[config.mk]
export PLATFORM = sky130hd
export DESIGN_NAME = sha2_stream_core
export DESIGN_NICKNAME = d
export VERILOG_FILES = /design/src/rtl/sha2_stream_core.sv
export SDC_FILE = /design/constraint.sdc
export NUM_CORES = 2
export LEC_CHECK = 0
export CAP_MARGIN = 10
export CORE_MARGIN = 8
export CORE_UTILIZATION = 55
export CTS_BUF_LIST = sky130_fd_sc_hd__clkbuf_16
export CTS_CLUSTER_DIAMETER = 60
export CTS_CLUSTER_SIZE = 10
export DETAILED_ROUTE_END_ITERATION = 10
export DONT_BUFFER_PORTS = 1
export HOLD_SLACK_MARGIN = 0.15
export PLACE_DENSITY_LB_ADDON = 0.3
export SLEW_MARGIN = 5
export SYNTH_ARGS = -nofsm -noshare
export SYNTH_HDL_FRONTEND = slang
export SYNTH_SLANG_ARGS = --single-unit
[constraint.sdc]
create_clock -name clk -period 35.9 [get_ports clk]
set_input_delay 3.59 -clock clk [delete_from_list [all_inputs] [get_ports clk]]
set_output_delay 3.59 -clock clk [all_outputs]
set_load 0.02 [all_outputs]
[src/rtl/sha2_stream_core.sv]
// SHA-256/SHA-224 compression core fed by a 32-bit word stream; chains multi-block
// messages internally and performs UNROLL rounds per clock.
module sha2_stream_core #(
  parameter int unsigned UNROLL = 1
) (
  input  logic         clk,
  input  logic         rst_n,
  input  logic         mode_224,
  input  logic         in_valid,
  output logic         in_ready,
  input  logic [31:0]  in_data,
  input  logic         in_last,
  output logic         digest_valid,
  input  logic         digest_ready,
  output logic [255:0] digest,
  output logic         busy
);

  if (!(UNROLL == 1 || UNROLL == 2 || UNROLL == 4)) begin : g_bad_unroll
    $error("sha2_stream_core: UNROLL must be 1, 2 or 4");
  end

  typedef enum logic [1:0] {StLoad, StComp, StFinal, StOut} state_e;

  localparam logic [31:0] K [64] = '{
    32'h428a2f98, 32'h71374491, 32'hb5c0fbcf, 32'he9b5dba5,
    32'h3956c25b, 32'h59f111f1, 32'h923f82a4, 32'hab1c5ed5,
    32'hd807aa98, 32'h12835b01, 32'h243185be, 32'h550c7dc3,
    32'h72be5d74, 32'h80deb1fe, 32'h9bdc06a7, 32'hc19bf174,
    32'he49b69c1, 32'hefbe4786, 32'h0fc19dc6, 32'h240ca1cc,
    32'h2de92c6f, 32'h4a7484aa, 32'h5cb0a9dc, 32'h76f988da,
    32'h983e5152, 32'ha831c66d, 32'hb00327c8, 32'hbf597fc7,
    32'hc6e00bf3, 32'hd5a79147, 32'h06ca6351, 32'h14292967,
    32'h27b70a85, 32'h2e1b2138, 32'h4d2c6dfc, 32'h53380d13,
    32'h650a7354, 32'h766a0abb, 32'h81c2c92e, 32'h92722c85,
    32'ha2bfe8a1, 32'ha81a664b, 32'hc24b8b70, 32'hc76c51a3,
    32'hd192e819, 32'hd6990624, 32'hf40e3585, 32'h106aa070,
    32'h19a4c116, 32'h1e376c08, 32'h2748774c, 32'h34b0bcb5,
    32'h391c0cb3, 32'h4ed8aa4a, 32'h5b9cca4f, 32'h682e6ff3,
    32'h748f82ee, 32'h78a5636f, 32'h84c87814, 32'h8cc70208,
    32'h90befffa, 32'ha4506ceb, 32'hbef9a3f7, 32'hc67178f2
  };

  localparam logic [31:0] Iv256 [8] = '{
    32'h6a09e667, 32'hbb67ae85, 32'h3c6ef372, 32'ha54ff53a,
    32'h510e527f, 32'h9b05688c, 32'h1f83d9ab, 32'h5be0cd19
  };

  localparam logic [31:0] Iv224 [8] = '{
    32'hc1059ed8, 32'h367cd507, 32'h3070dd17, 32'hf70e5939,
    32'hffc00b31, 32'h68581511, 32'h64f98fa7, 32'hbefa4fa4
  };

  function automatic logic [31:0] big_sigma0(input logic [31:0] x);
    return {x[1:0], x[31:2]} ^ {x[12:0], x[31:13]} ^ {x[21:0], x[31:22]};
  endfunction

  function automatic logic [31:0] big_sigma1(input logic [31:0] x);
    return {x[5:0], x[31:6]} ^ {x[10:0], x[31:11]} ^ {x[24:0], x[31:25]};
  endfunction

  function automatic logic [31:0] small_sigma0(input logic [31:0] x);
    return {x[6:0], x[31:7]} ^ {x[17:0], x[31:18]} ^ {3'b000, x[31:3]};
  endfunction

  function automatic logic [31:0] small_sigma1(input logic [31:0] x);
    return {x[16:0], x[31:17]} ^ {x[18:0], x[31:19]} ^ {10'd0, x[31:10]};
  endfunction

  state_e              state_q, state_d;
  logic [3:0]          cnt_q, cnt_d;
  logic [5:0]          rnd_q, rnd_d;
  logic                msg_start_q, msg_start_d;
  logic                mode_q, mode_d;
  logic                last_q, last_d;
  logic [15:0][31:0]   w_q, w_d;
  // work_q[0..7] = a..h, h_q[0..7] = chaining h0..h7
  logic [7:0][31:0]    work_q, work_d;
  logic [7:0][31:0]    h_q, h_d;
  logic [255:0]        digest_q, digest_d;
  logic                in_ready_q, in_ready_d;
  logic                digest_valid_q, digest_valid_d;
  logic                busy_q, busy_d;

  logic                xfer;
  logic [15:0][31:0]   w_tmp;
  logic [7:0][31:0]    work_v;
  logic [5:0]          t;
  logic [3:0]          ti;
  logic [31:0]         wt, t1, t2;

  always_comb begin
    state_d     = state_q;
    cnt_d       = cnt_q;
    rnd_d       = rnd_q;
    msg_start_d = msg_start_q;
    mode_d      = mode_q;
    last_d      = last_q;
    w_d         = w_q;
    work_d      = work_q;
    h_d         = h_q;
    digest_d    = digest_q;
    w_tmp       = w_q;
    work_v      = work_q;
    t           = '0;
    ti          = '0;
    wt          = '0;
    t1          = '0;
    t2          = '0;
    xfer        = in_valid && in_ready_q;

    unique case (state_q)
      StLoad: begin
        if (xfer) begin
          w_d[cnt_q] = in_data;
          cnt_d      = cnt_q + 4'd1;
          if (msg_start_q) begin
            mode_d      = mode_224;
            msg_start_d = 1'b0;
            for (int i = 0; i < 8; i++) begin
              h_d[3'(i)] = mode_224 ? Iv224[3'(i)] : Iv256[3'(i)];
            end
          end
          if (cnt_q == 4'd15) begin
            last_d  = in_last;
            work_d  = h_d;
            rnd_d   = '0;
            state_d = StComp;
          end
        end
      end
      StComp: begin
        for (int u = 0; u < int'(UNROLL); u++) begin
          t  = rnd_q + 6'(u);
          ti = t[3:0];
          if (t < 6'd16) begin
            wt = w_tmp[ti];
          end else begin
            // Slot ti still holds w[t-16]; it is replaced by w[t]
            wt = small_sigma1(w_tmp[ti - 4'd2]) + w_tmp[ti - 4'd7]
               + small_sigma0(w_tmp[ti - 4'd15]) + w_tmp[ti];
            w_tmp[ti] = wt;
          end
          t1 = work_v[7] + big_sigma1(work_v[4])
             + ((work_v[4] & work_v[5]) ^ (~work_v[4] & work_v[6])) + K[t] + wt;
          t2 = big_sigma0(work_v[0])
             + ((work_v[0] & work_v[1]) ^ (work_v[0] & work_v[2]) ^ (work_v[1] & work_v[2]));
          work_v    = {work_v[6:0], t1 + t2};
          work_v[4] = work_v[4] + t1;
        end
        w_d    = w_tmp;
        work_d = work_v;
        rnd_d  = rnd_q + 6'(UNROLL);
        if (rnd_q == 6'(64 - UNROLL)) begin
          state_d = StFinal;
        end
      end
      StFinal: begin
        for (int i = 0; i < 8; i++) begin
          h_d[3'(i)] = h_q[3'(i)] + work_q[3'(i)];
        end
        digest_d = {h_d[0], h_d[1], h_d[2], h_d[3], h_d[4], h_d[5], h_d[6],
                    mode_q ? 32'h0 : h_d[7]};
        cnt_d    = '0;
        state_d  = last_q ? StOut : StLoad;
      end
      StOut: begin
        if (digest_ready) begin
          state_d     = StLoad;
          cnt_d       = '0;
          msg_start_d = 1'b1;
        end
      end
      default: state_d = StLoad;
    endcase

    in_ready_d     = (state_d == StLoad);
    digest_valid_d = (state_d == StOut);
    busy_d         = !((state_d == StLoad) && (cnt_d == 4'd0) && msg_start_d);
  end

  always_ff @(posedge clk or negedge rst_n) begin
    if (!rst_n) begin
      state_q        <= StLoad;
      cnt_q          <= '0;
      rnd_q          <= '0;
      msg_start_q    <= 1'b1;
      mode_q         <= 1'b0;
      last_q         <= 1'b0;
      w_q            <= '0;
      work_q         <= '0;
      h_q            <= '0;
      digest_q       <= '0;
      in_ready_q     <= 1'b1;
      digest_valid_q <= 1'b0;
      busy_q         <= 1'b0;
    end else begin
      state_q        <= state_d;
      cnt_q          <= cnt_d;
      rnd_q          <= rnd_d;
      msg_start_q    <= msg_start_d;
      mode_q         <= mode_d;
      last_q         <= last_d;
      w_q            <= w_d;
      work_q         <= work_d;
      h_q            <= h_d;
      digest_q       <= digest_d;
      in_ready_q     <= in_ready_d;
      digest_valid_q <= digest_valid_d;
      busy_q         <= busy_d;
    end
  end

  assign in_ready     = in_ready_q;
  assign digest_valid = digest_valid_q;
  assign digest       = digest_q;
  assign busy         = busy_q;

endmodule

==> impl_metrics.csv <==
group,metric,value,unit
clock_tree,clkSlewWorstSetupHoldPaths,60,ps
yosys,synth_edf_count,0,
yosys,synth.avg_cell_area,9.38,µm²
clock_tree,cts_resized,0,
hold_path,min_path_type,"flop to flop",
sta,drv_slew,0,
routing,ant_nets,0,
placed_design,hpwl,227000,µm
flow_run,cap_violations,0,
sta,relSlewSlack,0.0206,
finish,layout_common_cells,"1033 x dfrtp_1, 820 x a21oi_1, 813 x nor2_1, 688 x nand2_1, 525 x o21ai_0",
placed_design,io_buffers,0,
yosys,async_flop_share,1.00,
die,dieWidth,397,µm
critical_path,end_kind,"flop",
die,start_util,0.552,
yosys,ys_ff_latch,1041,
routing,wl,339000,µm
grt,grt_pass1_vias,70142,
clock_tree,cts-hold-fix-buffers,0,
yosys,synth_cells,8532,
clock_tree,cts_buffer_depth,3,
clock_tree,cts_tree,"yes",
routing,vias,73524,
clock_tree,clock_latency,820,ps
clock_tree,root_buffer,"clkbuf_16",
sta,setup_viol,0,
run_status,status,"completed",
die,io_pins,297,
yosys,ys_seq_area_frac,0.326,
routing,drc,0,
sta,min_period_over_period,0.380,
grt,antenna_found_initial,18,
critical_path,cp_slowest_cell,"dfrtp_4",
sta,rsz0062_at_grt,"false",
clock_tree,cts_sinks,1041,
finish,fillers,12442,
finish,layout_commonest_cell,"dfrtp_1",
die,rows,140,
finish,nets,8645,
sta,setup_tns,0,ps
sta,tightestPinTransition,1470,ps
routing,via_per_inst,7.25,
grt,gr-total-overflow,0,
placed_design,place_congestion,1.05,
critical_path,cp.required,36600,ps
yosys,synth_area,80000,µm²
clock_tree,cts_htree_levels,4,
sta,post-route-min-period,13650,ps
grt,grt_pass1_wl,489000,µm
critical_path,rrSetupSlack,22250,ps
die,die-area,158000,µm²
clock_tree,cts_made_buffers,136,
sta,skew,73.1,ps
die,core,145000,µm²
critical_path,cp_max_fo,42,
critical_path,path_class,"flop to flop",
sta,fmax,0.0733,GHz
routing,wl_per_cell,33.4,µm
critical_path,arrival,14350,ps
grt,grt_max_degree,239,
die,dieHeight,397,µm
yosys,yosys_warnings,0,
yosys,yosysUniqueCellTypes,84,
critical_path,slowest_delay,860,ps
clock_tree,post_cts_buffers,0,
grt,track_usage,0.418,
sta,finalHoldViolCount,0,
yosys,ys.flop_type,"dfrtp_1",
finish,drive_above_1_share,0.120,
finish,area_growth,6.54,%
routing,drt_iter0_drc,11515,
critical_path,setup.worst_path.start_class,"flop",
routing,drtPass1Iterations,7,
## cells by family (layout without fill, tap and decap cells)
group	count (synthesis)	after routing	synth area share
DFF	1041	1041	0.326
buffers and inverters	1186	724	0.0624
muxes	675	675	0.152
AOI/OAI and AO/OA	2584	2584	0.203
xor gates and xnor gates	468	468	0.0515
other	1	153	0.0000469
adders and majority gates	475	475	0.0920
and+or+nand+nor	2102	2102	0.113
## critical path: cells and delay by family (launching register included)
| family | cells | cell delay, ps |
|---|---|---|
| simple gates | 5 | 790 |
| mux | 2 | 1220 |
| flops | 1 | 860 |
| buf+inv | 8 | 2360 |
| compound gates | 13 | 4180 |
| xor+xnor | 4 | 910 |
| fa+ha+maj | 7 | 3050 |
## final cells by class
| type | count | area (µm²) | share of cell area |
|---|---|---|---|
| clock buffer | 138 | 3450 | 0.0405 |
| tap | 1917 | 2400 | 0.0281 |
| multi-input combinational | 6432 | 49800 | 0.584 |
| clock inverter | 60 | 599 | 0.00703 |
| antenna | 25 | 62.6 | 0.000734 |
| inverter | 349 | 1310 | 0.0154 |
| timing repair buffer | 177 | 1530 | 0.0180 |
| sequential | 1041 | 26100 | 0.306 |
## state kept, by name, summed over array words and instances, names as in the netlist
signal        flops
w_q             512
work_q          256
digest          128
h_q             128
rnd_q             6
cnt_q             4
state_q           2
busy              1
digest_valid      1
in_ready          1
last_q            1
msg_start_q       1
## path summary, 6_finish.rpt
| check | from | endpoint | cells past startpoint |
|---|---|---|---|
| max | rnd_q[0] | work_q[29] | 39 |
| min | work_q[175] | work_q[175] | 2 |
| max reg2reg | rnd_q[0] | work_q[29] | 39 |
| min reg2reg | work_q[175] | work_q[175] | 2 |
| max in group asynchronous | rst_n | rnd_q[5] | 3 |
| min in group asynchronous | rst_n | w_q[397] | 0 |
## routing by layer
metal	track usage	share of wire	vias to the layer above
met2	0.573	0.40	6295
met4	0.284	0.086	14
met1	0.529	0.35	35847
met5	0	0.00038	-
li1	-	-	29848
met3	0.183	0.16	1520
## cells in the mapped netlist (20+ instances only)
master / number / area share
o221ai_1: 37 / 0.0041
and2_1: 35 / 0.0027
o31ai_1: 25 / 0.0023
ha_1: 279 / 0.044
a31oi_1: 49 / 0.0038
nand4_1: 20 / 0.0016
o21a_1: 89 / 0.0084
and3_1: 39 / 0.0030
a221oi_1: 33 / 0.0036
mux4_2: 421 / 0.12
nand2_1: 689 / 0.032
xnor2_1: 331 / 0.036
nor3_1: 66 / 0.0041
nor2_1: 833 / 0.039
o211ai_1: 56 / 0.0053
o21bai_1: 34 / 0.0032
a21o_1: 153 / 0.014
fa_1: 191 / 0.048
a21oi_1: 822 / 0.051
o21ai_0: 528 / 0.033
a32oi_1: 37 / 0.0041
nor2b_1: 82 / 0.0064
xor2_1: 134 / 0.015
buf_2: 36 / 0.0023
a22o_1: 32 / 0.0035
dfrtp_1: 1039 / 0.32
clkbuf_1: 587 / 0.028
o22ai_1: 67 / 0.0052
mux2i_1: 150 / 0.019
inv_1: 344 / 0.016
buf_1: 83 / 0.0039
o22a_1: 27 / 0.0030
mux2_2: 103 / 0.014
nand2b_1: 49 / 0.0038
a211oi_1: 45 / 0.0042
nand3_1: 226 / 0.014
a22oi_1: 408 / 0.038
buf_4: 129 / 0.012
## through the flow
stage / hold slack (ps) / util / instance area (µm²) / cells / setup slack (ps)
floorplan: 456 / - / 80500 / 8659 / 23790
global placement: 470 / 0.559 / 81000 / 9911 / 22410
detailed placement: 477 / 0.559 / 81000 / 9911 / 22200
CTS: 489 / 0.587 / 85100 / 10109 / 22180
global route: 515 / 0.587 / 85200 / 10115 / 21630
finish: 487 / 0.588 / 85200 / 10139 / 22250
Power is left out: the tool's default activity adds up to more than one toggle a clock period on the data nets, which glitch-free logic cannot reach.
